## src/rtl/seg7_scan.sv

```systemverilog
`default_nettype none
// +--------------------------------------------------------------------------+
// | seg7_scan : time-multiplexed 4-digit 7-segment scanner (HH:MM) with      |
// |             per-slot deadtime blanking and a once-per-frame input shadow. |
// | Option    : SEG_LEADING_ZERO_BLANK_EN blanks slot 3 when hours tens = 0.  |
// | Revision  : 1.0                                                          |
// +--------------------------------------------------------------------------+
module seg7_scan #(
   parameter int PRESCALE = 1024,
   parameter int DEADTIME = 16
) (
   input  logic       clk_i,
   input  logic       rst_ni,
   input  logic [3:0] min0_i,
   input  logic [3:0] min1_i,
   input  logic [3:0] hour0_i,
   input  logic [3:0] hour1_i,
   input  logic       colon_i,
   output logic [6:0] seg_o,
   output logic       dp_o,
   output logic [3:0] an_o
);

   localparam int            c_cw   = 16;
   localparam logic [c_cw-1:0] c_last = c_cw'(PRESCALE - 1);
   localparam logic [c_cw-1:0] c_dead = c_cw'(DEADTIME);

   logic [c_cw-1:0] r_prescale;
   logic [1:0]      r_slot;
   logic [3:0][3:0] r_digits;     // [0]=min0 .. [3]=hour1
   logic            r_colon;

   logic            w_wrap;
   logic            w_blank;
   logic [3:0]      w_digit;
   logic [6:0]      w_dec;
   logic [6:0]      w_seg;
   logic [3:0]      w_an;
   logic            w_dp;

   assign w_wrap = (r_prescale == c_last);

   always_comb begin
      w_digit = r_digits[r_slot];
      case (w_digit)
         4'd0:    w_dec = 7'h3F;
         4'd1:    w_dec = 7'h06;
         4'd2:    w_dec = 7'h5B;
         4'd3:    w_dec = 7'h4F;
         4'd4:    w_dec = 7'h66;
         4'd5:    w_dec = 7'h6D;
         4'd6:    w_dec = 7'h7D;
         4'd7:    w_dec = 7'h07;
         4'd8:    w_dec = 7'h7F;
         4'd9:    w_dec = 7'h6F;
         default: w_dec = 7'h40;
      endcase

      w_blank = (r_prescale < c_dead);
`ifdef SEG_LEADING_ZERO_BLANK_EN
      if ((r_slot == 2'd3) && (r_digits[3] == 4'd0)) begin
         w_blank = 1'b1;
      end
`endif

      w_an  = w_blank ? 4'b0000 : (4'b0001 << r_slot);
      w_seg = w_blank ? 7'h00 : w_dec;
      w_dp  = !w_blank && (r_slot == 2'd2) && r_colon;
   end

   // Shadow loads on the last cycle of slot 3, so the new value takes effect
   // exactly at the start of the next frame's slot 0.
   always_ff @(posedge clk_i or negedge rst_ni) begin
      if (!rst_ni) begin
         r_prescale <= '0;
         r_slot     <= 2'd0;
         r_digits   <= '0;
         r_colon    <= 1'b0;
         seg_o      <= 7'h00;
         dp_o       <= 1'b0;
         an_o       <= 4'b0000;
      end else begin
         if (w_wrap) begin
            r_prescale <= '0;
            r_slot     <= r_slot + 2'd1;
            if (r_slot == 2'd3) begin
               r_digits <= {hour1_i, hour0_i, min1_i, min0_i};
               r_colon  <= colon_i;
            end
         end else begin
            r_prescale <= r_prescale + 1'b1;
         end
         seg_o <= w_seg;
         dp_o  <= w_dp;
         an_o  <= w_an;
      end
   end

endmodule
`default_nettype wire

```

## config.mk

```make
export PLATFORM = sky130hd
export DESIGN_NAME = seg7_scan
export DESIGN_NICKNAME = d
export VERILOG_FILES = /design/src/rtl/seg7_scan.sv
export SDC_FILE = /design/constraint.sdc
export NUM_CORES = 1
export LEC_CHECK = 0
export CAP_MARGIN = 20
export CORE_MARGIN = 3
export CORE_UTILIZATION = 55
export DETAILED_ROUTE_END_ITERATION = 8
export PLACE_DENSITY_LB_ADDON = 0.05
export RECOVER_POWER = 100
export REMOVE_ABC_BUFFERS = 1
export SLEW_MARGIN = 25
export SYNTH_ARGS = -nofsm -noshare
export SYNTH_HDL_FRONTEND = slang
export SYNTH_SLANG_ARGS = --single-unit
```

## constraint.sdc

```tcl
create_clock -name clk_i -period 6.46 [get_ports clk_i]
set_clock_uncertainty 0.2 [all_clocks]
set_input_delay 1.938 -clock clk_i [delete_from_list [all_inputs] [get_ports clk_i]]
set_output_delay 1.938 -clock clk_i [all_outputs]
set_load 0.02 [all_outputs]
```

# After elaboration in Yosys (flattened, before gate mapping)
# Memory sizes are Yosys's and may differ from the RTL's.
# Index checks and enable logic that the tools add are counted.
[totals] inputBits=19 wordCells=28 mem_bits_ro=112 n_memories=1 out_inout_bits=12 reg_bits=47
[memory_table] name="(no name shown)" words=16 word_bits=7 read_ports=1 rd_ports_with_merged_regs=0 wr=0 line="45" source="case (w_digit)"
[classes] addsub=2 reduce_logical=4 eq_ne=3 order_cmp=2 shifts=1 muxes=5
[op_table] cell="$add 16x1->16 const B" n=1
[op_table] cell="$eq 16x10->1 const B" n=1
[op_table] cell="$lt 16x5->1 const B" n=1
[op_table] cell="$mux 16" n=1
[op_table] cell="$bmux 4 s2" n=1
[op_table] cell="$mux 4" n=2
[op_table] cell="$mux 7" n=1
[op_table] cell="$eq 2x2->1 const B" n=2
[op_table] cell="$shl 1x2->4 const A" n=1
[op_table] cell="$lt 2x3->1 const B" n=1
[op_table] cell="$add 2x1->2 const B" n=1
[op_table] cell="$logic_and 1x1->1" n=2
[op_table] cell="$reduce_and 2->1" n=1
[op_table] cell="$logic_not 1->1" n=1

# Logic depth before layout (Yosys ltp)
[depth] word_depth=4 mapped_depth=7 ltp_nobuf=6

# Worst setup path after synthesis
# No wires, ideal clock.
[synth_path] path_kind="register to output" start="reg an_o[0]" end="out an_o[0]" path_stages_with_launch=1 n_path_buf=0 arrival_ns=0.416 required_ns=4.322 path_slack_ns=3.906 cell_sequence="dfrtp_1"
[synth_rtl] element="start: declaration" line="21" source="output logic [3:0] an_o"
[synth_rtl] element="start signal: assignment" line="95" source="an_o <= w_an;"
# No word-level cell between the ends.

==> results.tsv <==
stage	metric	value	unit
routing	Iter 0 DRT Violations	74	
cells_and_area	fin area	2510	µm²
worst_hold_path	HP Class	flop to flop	
worst_hold_path	hold wc startpoint	r_prescale[15]	
clocking	Skew-Pair Late Insertion Delay	290	ps
yosys	Syn Inst Count	168	
routing	wire per inst	13.8	µm
pwr	maximum vdd drop	137	µV
placement	PortBufs	30	
worst_hold_path	Hold EP	r_prescale[15]	
yosys	Seq/Total Area, Yosys	0.541	
cells_and_area	nets	230	
die	Horiz. Die Dim	68.9	µm
pwr	Seq pwr share	0.617	
routing	DR vias	1305	
yosys	EDFF count, synth	0	
grt	gr busiest metal	met2	
yosys	Synth Area in Compound Gates	0.0219	
timing	Min Clock Period, post-route	3940	ps
worst_setup_path	CP max stage cell	clkbuf_1	
worst_hold_path	Hold Path Stages	1	
die	# rows	22	
timing	Final Max Slew Viols	48	
clocking	root buf cell	clkbuf_8	
die	Initial Utilization	0.581	
pwr	power share of the clock group	0.350	
clocking	post-CTS setup buffers	0	
timing	fmax	254	MHz
outcome	failing checks	capacitance limit, slew limit	
timing	setup TNS	0	ps
yosys	Synthesis Warnings	0	
yosys	ys async rst share	1.00	
yosys	Synth top area share	0.541	
clocking	Clock transition at path regs	80	ps
yosys	xor/xnor share of the synthesized area	0.0604	
placement	DP Area	2490	µm²
placement	RePlAce Congestion	0.770	
yosys	top_reg_cell synth	dfrtp_1	
pwr	Cell Pwr Density	189	nW/µm²
clocking	Post-CTS Hold Buffers	0	
worst_setup_path	Worst EP arrival	3650	ps
grt	vias in the first global route	1253	
pwr	sw power	97.1	µW
yosys	cell taking the most area after synthesis	dfrtp_1	
worst_setup_path	Critical Path RT	6160	ps
yosys	Synth Area in Simple Gates	0.143	
job	maxcap violations	1	
yosys	main combinational cell family by area after synthesis	multiplexers	
timing	Hold WS	272	ps
worst_setup_path	reg2reg path depth	5	
pwr	Pleak	1.12	nW
grt	met3 Resource Use GR	0.0389	
worst_setup_path	endpoint class of the critical path	asynchronous set/reset pin	
yosys	synthesized cell area	2170	µm²
cells_and_area	P&R area growth vs syn	15.7	%
routing	DRC viols	0	
pwr	Pint	379	µW
timing	slew margin rel.	-0.609	
clocking	H-tree Lvls	2	
grt	largest net degree at the start of global routing	48	
cells_and_area	Finished Layout Cells	250	
yosys	multiplexer share of the synthesized area	0.147	
cells_and_area	ANT cells	0	
grt	GRT Residual Overflow	0	
worst_setup_path	reg2reg start	r_prescale[0]	
worst_setup_path	critical path class	primary input to asynchronous set/reset pin	
routing	detail-routed via count per cell	5.22	
worst_setup_path	Critical path buffers and inverters	1	
routing	Total Wirelength	3450	µm
worst_setup_path	Worst Path Max Fanout	47	
worst_setup_path	CP cell instances	clkbuf_1	
worst_setup_path	Reg-to-Reg End	r_digits[13]	
placement	post-placement setup slack	3400	ps
die	Die ar.	4740	µm²
yosys	Area contributors post-synth	dfrtp_1 54%, mux2_4 6.9%, ha_1 5.8%, mux4_2 4.1%, xnor2_1 4.0%	
clocking	post-cts repair resize count	0	
yosys	Yosys cell types	29	
timing	setup violators final	0	
clocking	CTS buffer count	5	
die	Die H	68.9	µm
die	CORE AREA	3740	µm²
timing	Final Hold Viols	0	
die	IO Count	31	
worst_setup_path	Crit path largest cell delay	1690	ps
timing	Slew @ Worst Pin	2410	ps
timing	RSZ-0062 raised after global routing	no	
worst_setup_path	Crit path max-delay family	buffers and inverters	
yosys	Syn Area/Cell	12.9	µm²
pwr	Logic pwr share	0.033	
clocking	Clock Path Buffers	2	
placement	Post-DP HPWL	2530	µm
grt	met2 usage	0.258	
timing	crit share post-route	0.611	
grt	met1 Use GR	0.252	
pwr	switch share	0.204	
cells_and_area	layout cells sized above 1	0.0891	
grt	All-Layer GR Usage	0.178	
worst_setup_path	reg2reg setup slack	3320	ps
yosys	Post-Synth Adder-Cell Area	0.0576	
clocking	clk sinks	47	
timing	Final WS setup	2520	ps
placement	Post-Place Cells	242	
grt	initial antenna violation count	0	
worst_setup_path	Worst setup SP type	primary input	
yosys	#FFs+latches synth	47	
grt	first-pass GRT wire length	5980	µm
clocking	CTS tree	yes	
routing	Pre-Repair DR Iteration Count	4	
routing	Post-DRT Antenna Nets	0	
outcome	status	finished, violations left	
-- synthesized netlist by cell type (2+ instances only) --
cell type,n
mux4_2,4
nand4_1,3
nor2_1,14
nor4_1,3
xor2_1,5
ha_1,10
dfrtp_1,47
nand2_1,9
nand3_1,6
and3_1,2
nand2b_1,4
inv_1,6
mux2_4,10
xnor2_1,10
mux2_2,7
nor3_1,3
a21oi_1,5
and2_1,7
o21ai_0,3
-- state kept, by name (all words and copies together) (netlist names) --
register,flops
dp_o,1
r_prescale,16
an_o,4
r_digits,16
seg_o,7
r_slot,2
r_colon,1
-- final cells by class --
type                       count  area [µm²]
tap                           48        60.1
timing repair buffer          30         294
clock inverter                 1        5.00
multi-input combinational    111         881
clock buffer                   7        76.3
inverter                       6        22.5
sequential                    47        1180
fill                         294        1230
-- power groups by stage --
stage | Sequential (mW) | Combinational [mW] | Clock (mW)
floorplan | 0.300 | 0.000182 | 0
global placement | 0.300 | 0.0162 | 0
detailed placement | 0.300 | 0.0166 | 0
CTS | 0.294 | 0.0166 | 0.173
global route | 0.294 | 0.0176 | 0.187
finish | 0.294 | 0.0157 | 0.166
-- metrics by stage --
stage | utilization | power, mW
5_1_grt | 0.672 | 0.499
2_1_floorplan | - | 0.300
3_5_place_dp | 0.665 | 0.316
6_report | 0.672 | 0.476
3_3_place_gp | 0.665 | 0.316
4_1_cts | 0.686 | 0.483
-- placed cells by master (no fill, tap or decap), types with 6 or more instances in the layout --
cell type / count
dfrtp_1: 47
clkdlybuf4s50_1: 17
nor2_1: 14
dlygate4sd3_1: 12
xnor2_1: 10
mux2_1: 10
ha_1: 10
nand2_1: 9
mux2_2: 7
inv_1: 6
nand3_1: 6
-- routing by layer --
metal	vias to the layer above	part of all wire
met5	-	0
met4	0	0.017
met3	5	0.040
met2	28	0.46
met1	633	0.48
li1	639	-
-- kinds of logic after synthesis --
kind of cell,count (synthesis)
mux,21
fa+ha+maj,10
flops,47
buf+inv,10
simple gates,56
compound gates,9
xor+xnor,15
-- worst max-delay path by stage --
| stage | startpoint | cells past startpoint | to | slack (ps) |
|---|---|---|---|---|
| final | rst_ni | 1 | r_digits[6] | 2520 |
| after global routing | rst_ni | 1 | r_digits[11] | 2010 |
| after CTS | seg_o[4] | 1 | seg_o[4] | 3070 |
| after detailed placement | seg_o[4] | 1 | seg_o[4] | 3400 |
| after global placement | seg_o[3] | 1 | seg_o[3] | 3430 |
| after floorplan | an_o[0] | 0 | an_o[0] | 3910 |
Note: power is estimated with default switching activity, not from simulation.
